File: config.mk
export PLATFORM = sky130hd
export DESIGN_NAME = elevator_call_panel
export DESIGN_NICKNAME = d
export VERILOG_FILES = /design/src/rtl/elevator_pkg.sv /design/src/rtl/elevator_call_panel_debounce.sv /design/src/rtl/elevator_call_panel.sv
export SDC_FILE = /design/constraint.sdc
export NUM_CORES = 1
export LEC_CHECK = 0
export ABC_AREA = 0
export CAP_MARGIN = 40
export CORE_MARGIN = 2
export CORE_UTILIZATION = 55
export DETAILED_ROUTE_END_ITERATION = 7
export PLACE_DENSITY_LB_ADDON = 0.15
export SYNTH_ARGS = -nofsm -noshare
export SYNTH_HDL_FRONTEND = slang
export SYNTH_SLANG_ARGS = --single-unit
export TNS_END_PERCENT = 1
File: constraint.sdc
create_clock -name clk -period 2.2 [get_ports clk]
set_input_delay 0.55 -clock clk [delete_from_list [all_inputs] [get_ports clk]]
set_output_delay 0.55 -clock clk [all_outputs]
set_load 0.05 [all_outputs]
File: src/rtl/elevator_pkg.sv
// Shared constants for the elevator front end and controller: sizes, timing
// defaults and state encodings.
package elevator_pkg;

    localparam int NUM_FLOORS = 4;
    localparam int FLOOR_W    = 2;
    localparam int COUNT_W    = 3;

    localparam int DEFAULT_DEBOUNCE_CYCLES = 8;
    localparam int DEFAULT_REISSUE_CYCLES  = 64;

    // Per-button debounce FSM.
    localparam logic [1:0] DB_IDLE      = 2'd0;
    localparam logic [1:0] DB_ARMING    = 2'd1;
    localparam logic [1:0] DB_PRESSED   = 2'd2;
    localparam logic [1:0] DB_RELEASING = 2'd3;

    // Elevator controller FSM.
    localparam logic [1:0] CTRL_IDLE      = 2'd0;
    localparam logic [1:0] CTRL_MOVE_UP   = 2'd1;
    localparam logic [1:0] CTRL_MOVE_DOWN = 2'd2;
    localparam logic [1:0] CTRL_DOOR_OPEN = 2'd3;

    function automatic logic [COUNT_W-1:0] popcount(input logic [NUM_FLOORS-1:0] v);
        logic [COUNT_W-1:0] n;
        n = '0;
        for (int i = 0; i < NUM_FLOORS; i++) begin
            n = n + {{(COUNT_W-1){1'b0}}, v[i]};
        end
        return n;
    endfunction

endpackage

File: src/rtl/elevator_call_panel_debounce.sv
// One call button: 2-flop synchroniser followed by a debounce FSM that emits
// a single press pulse per accepted press, however long the button is held.
module call_debounce
    import elevator_pkg::*;
#(
    parameter int DEBOUNCE = DEFAULT_DEBOUNCE_CYCLES
) (
    input  logic clk,
    input  logic reset_n,
    input  logic btn,
    output logic press
);

    localparam int CNT_W = (DEBOUNCE > 2) ? $clog2(DEBOUNCE) : 1;
    localparam logic [CNT_W-1:0] CNT_LAST = CNT_W'(DEBOUNCE - 1);
    localparam logic [CNT_W-1:0] CNT_ONE  = CNT_W'(1);

    logic             sync_meta;
    logic             sync_btn;
    logic [1:0]       state;
    logic [CNT_W-1:0] cnt;

    always_ff @(posedge clk or negedge reset_n) begin
        if (!reset_n) begin
            sync_meta <= 1'b0;
            sync_btn  <= 1'b0;
            state     <= DB_IDLE;
            cnt       <= '0;
            press     <= 1'b0;
        end else begin
            sync_meta <= btn;
            sync_btn  <= sync_meta;
            press     <= 1'b0;
            // The sample that leaves IDLE/PRESSED is the first of the run, so cnt starts at 1.
            case (state)
                DB_IDLE: begin
                    if (sync_btn) begin
                        state <= DB_ARMING;
                        cnt   <= CNT_ONE;
                    end
                end
                DB_ARMING: begin
                    if (!sync_btn) begin
                        state <= DB_IDLE;
                    end else if (cnt == CNT_LAST) begin
                        state <= DB_PRESSED;
                        press <= 1'b1;
                    end else begin
                        cnt <= cnt + CNT_ONE;
                    end
                end
                DB_PRESSED: begin
                    if (!sync_btn) begin
                        state <= DB_RELEASING;
                        cnt   <= CNT_ONE;
                    end
                end
                DB_RELEASING: begin
                    if (sync_btn) begin
                        state <= DB_PRESSED;
                    end else if (cnt == CNT_LAST) begin
                        state <= DB_IDLE;
                    end else begin
                        cnt <= cnt + CNT_ONE;
                    end
                end
                default: state <= DB_IDLE;
            endcase
        end
    end

endmodule

File: src/rtl/elevator_call_panel.sv
// Call panel: debounced buttons become lit call lamps and one-cycle req pulses;
// lamps clear when the controller opens its door at that floor.
module elevator_call_panel
    import elevator_pkg::*;
#(
    parameter int DEBOUNCE_CYCLES = DEFAULT_DEBOUNCE_CYCLES,
    parameter int REISSUE_CYCLES  = DEFAULT_REISSUE_CYCLES
) (
    input  logic                  clk,
    input  logic                  reset_n,
    input  logic [NUM_FLOORS-1:0] btn,
    input  logic [FLOOR_W-1:0]    floor,
    input  logic                  door,
    output logic [NUM_FLOORS-1:0] req,
    output logic [NUM_FLOORS-1:0] call_lamp,
    output logic [NUM_FLOORS-1:0] served,
    output logic [COUNT_W-1:0]    pending_count
);

    localparam int TMR_W = (REISSUE_CYCLES > 2) ? $clog2(REISSUE_CYCLES) : 1;
    localparam logic [TMR_W-1:0] TMR_LAST = TMR_W'(REISSUE_CYCLES - 1);
    localparam logic [TMR_W-1:0] TMR_ONE  = TMR_W'(1);

    logic [NUM_FLOORS-1:0] press;
    logic [31:0]           floor_idx;
    logic                  floor_valid;
    logic [NUM_FLOORS-1:0] floor_onehot;
    logic [NUM_FLOORS-1:0] door_here;
    logic [NUM_FLOORS-1:0] serve_hit;
    logic [NUM_FLOORS-1:0] new_call;
    logic [NUM_FLOORS-1:0] lamp_next;
    logic [TMR_W-1:0]      timer;
    logic                  timer_last;
    logic                  timer_clear;
    logic                  reissue;

    for (genvar f = 0; f < NUM_FLOORS; f++) begin : g_floor
        call_debounce #(
            .DEBOUNCE (DEBOUNCE_CYCLES)
        ) u_debounce (
            .clk     (clk),
            .reset_n (reset_n),
            .btn     (btn[f]),
            .press   (press[f])
        );
    end

    assign floor_idx   = 32'(floor);
    assign floor_valid = (floor_idx < 32'(NUM_FLOORS));

    always_comb begin
        floor_onehot = '0;
        if (floor_valid) begin
            floor_onehot[floor] = 1'b1;
        end
    end

    // A press at the floor whose door is open is already served, so it never lights.
    assign door_here = door ? floor_onehot : '0;
    assign serve_hit = door_here & call_lamp;
    assign new_call  = press & ~call_lamp & ~door_here;
    assign lamp_next = (call_lamp | new_call) & ~serve_hit;

    assign timer_last  = (timer == TMR_LAST);
    assign timer_clear = (call_lamp == '0) || (|serve_hit) || (|new_call);
    assign reissue     = !timer_clear && timer_last;

    always_ff @(posedge clk or negedge reset_n) begin
        if (!reset_n) begin
            req           <= '0;
            call_lamp     <= '0;
            served        <= '0;
            pending_count <= '0;
            timer         <= '0;
        end else begin
            req           <= new_call | (reissue ? call_lamp : '0);
            call_lamp     <= lamp_next;
            served        <= serve_hit;
            pending_count <= popcount(call_lamp);
            if (timer_clear || timer_last) begin
                timer <= '0;
            end else begin
                timer <= timer + TMR_ONE;
            end
        end
    end

endmodule

==> metrics <==
Pwr Total=2.76 mW; area share of the largest cell type after synthesis=0.590; startpoint types=flip-flop; DP HPWL=2.73 mm; Fin. Hold Viols=0; first-pass GRT wire length=6.42 mm; Fill cells=298; worst-path cell chain=clkdlybuf4s50_1; die span in x=67.9 um; syn_nets=202; crit-path max cell delay=0.83 ns; Clock Tree Buf Depth=2; count of different cell masters after synthesis=34; Slew headroom=0.507; initial antenna violation count=0; Worst-Skew Late Latency=0.30 ns; ANT nets after route=0; number of remaining DRC errors=0; CP top delay family=buffers and inverters; Leakage=1.24 nW; vias in the first global route=1488; setup TNS=0 ns; syn avg cell area=12.5 sq um; # Post-CTS Setup Buffers=0; register area share after synthesis=0.590; clock skew=0.00461 ns; CP arrival=1.56 ns; status=completed; synth cell count leaders=dfrtp_1 (53), nand2_1 (20), ha_1 (12), a22o_1 (10), nor2_1 (10); number of CTS-inserted buffers=5; min-delay worst type=in2async; Final min period=2.11 ns; Placer Congestion=0.801; # IOs=24; ys async rst share=1.00; maximum vdd drop=0.590 mV; share of layout cells above drive strength 1=0.121; GRT Util Overall=0.188; vias per cell=5.49; core area=3970 sq um; synthesized area=2250 sq um; Die ar.=4610 sq um; die height=67.9 um; via count=1450; Post-synth EDFFs=0; Post-Synthesis Cells=180; final period utilization=0.958; CP Capture Type=primary output; Max-Cap Viols=0; starting density of the core=0.566; Synth Register Bits=53; drt pass-1 iters=4; Port Buf Inserts=23; Core Rows=23; cell taking the most area after synthesis=dfrtp_1; count leader, synth=dfrtp_1; main area contributors after synthesis=dfrtp_1 (59%), ha_1 (6.7%), a22o_1 (3.9%); Slowest cell on crit path=clkdlybuf4s50_1; GRT overflow=0; drt initial violations=72; largest net degree at the start of global routing=35; clock-pin slew on the worst setup and hold paths=0.08 ns; synth-to-layout area growth=18.5%; WS Path Type=reg2out; Max Fanout on Critical Path=5; cell area after layout=2660 sq um; RSZ-0062 raised after global routing=no; Synth Flop Type=dfrtp_1; # H-tree levels=2; YS warnings=0; antenna fix cells=0; r2r setup slk=0.48 ns; pwr/cell area=1040 nW/um^2; Clock Root Buffer=clkbuf_8; Achievable Freq=0.474 GHz; Setup WS pre-CTS=-0.0731 ns; final max-slew violation count=0; Hold WS=0.307 ns; layout net count=235; CP required=1.65 ns; Routed WL=3.63 mm; Routed WL per cell=13.8 um; Worst-Margin Slew=0.739 ns; # setup viols final=0; final setup margin=0.0923 ns; CTS tree=built; Buf+Inv Stages, Crit Path=1; clk sink count=53; Cell Area, Placed=2560 sq um
repair_timing:
action | in CTS | in global routing
hold buffers | 0 | 0
setup endpoints to repair | 0 | 1
resized for setup | 0 | 1
path summary, 6_finish.rpt:
kind	from	endpoint	cells after the start
setup / recovery	call_lamp[3]$_DFF_PN0_	call_lamp[3]	1
hold / removal	reset_n	timer[0]$_DFF_PN0_	1
setup reg to reg	call_lamp[0]$_DFF_PN0_	pending_count[1]$_DFF_PN0_	5
hold reg to reg	g_floor[1].u_debounce.sync_meta$_DFF_PN0_	g_floor[1].u_debounce.sync_btn$_DFF_PN0_	0
max in group asynchronous	reset_n	g_floor[0].u_debounce.cnt[1]$_DFFE_PN0P_	2
min in group clk	g_floor[1].u_debounce.sync_meta$_DFF_PN0_	g_floor[1].u_debounce.sync_btn$_DFF_PN0_	0
state kept, by name, summed over array words and instances (netlist names), named ones only:
signal                        count
req                               4
g_floor.u_debounce.state          4
g_floor.u_debounce.press          4
g_floor.u_debounce.cnt           12
timer                             6
call_lamp                         4
g_floor.u_debounce.sync_meta      4
served                            4
pending_count                     3
g_floor.u_debounce.sync_btn       4
through the flow:
stage	util	cells
final	0.670	264
after global routing	0.670	264
after CTS	0.670	264
after detailed placement	0.644	256
after global placement	0.644	256
after floorplan	-	180
power breakdown:
part	internal (mW)	switching [mW]	total (mW)
clock	0.284	0.284	0.568
combinational	0.390	0.440	0.829
sequential	1.17	0.185	1.36
total	1.85	0.909	2.76
kinds of logic (layout without fill, tap and decap cells):
logic type / after synthesis / count (layout) / share of synthesized area
simple gates: 58 / 58 / 0.140
flops: 53 / 53 / 0.590
compound gates: 31 / 31 / 0.102
fa+ha+maj: 13 / 13 / 0.0757
xor+xnor: 9 / 9 / 0.0351
mux: 9 / 9 / 0.0445
buf+inv: 7 / 41 / 0.0117
cells in the final DEF, fill, tap and decap left out, types with 2 or more instances in the layout:
cell | netlist | routed
and2_1 | 2 | 2
nand2_1 | 20 | 20
clkdlybuf4s50_1 | 0 | 20
o21a_1 | 3 | 3
clkbuf_8 | 0 | 7
nor2b_1 | 4 | 4
ha_1 | 12 | 12
a22o_1 | 10 | 10
xnor2_1 | 6 | 6
nor3b_1 | 6 | 6
o21ai_0 | 4 | 4
nor3_1 | 3 | 3
nand3_1 | 3 | 3
a21oi_1 | 7 | 7
mux2_2 | 7 | 7
xor2_1 | 3 | 3
dfrtp_1 | 53 | 53
o22ai_1 | 2 | 2
inv_1 | 6 | 6
and3_1 | 2 | 2
buf_4 | 0 | 5
nor2_1 | 10 | 10
nand3b_1 | 3 | 3
layer usage:
metal | part of all wire | vias up | global-route usage
met3 | 0.040 | 7 | 0.0559
met2 | 0.49 | 33 | 0.299
met5 | 0 | - | 0
met4 | 0.023 | 0 | 0.0975
li1 | - | 698 | -
met1 | 0.45 | 712 | 0.234
layout make-up:
cell class              count  area [sq um]  share of cell area
clock buffers               7          96.3              0.0362
clock inverters             1          5.00             0.00188
inverters                   6          22.5             0.00846
multi-input cells         120           895               0.336
flip-flops and latches     53          1330               0.498
well taps                  50          62.6              0.0235
repair buffers             27           255              0.0959
No activity file was read; power rests on OpenSTA's default activity.
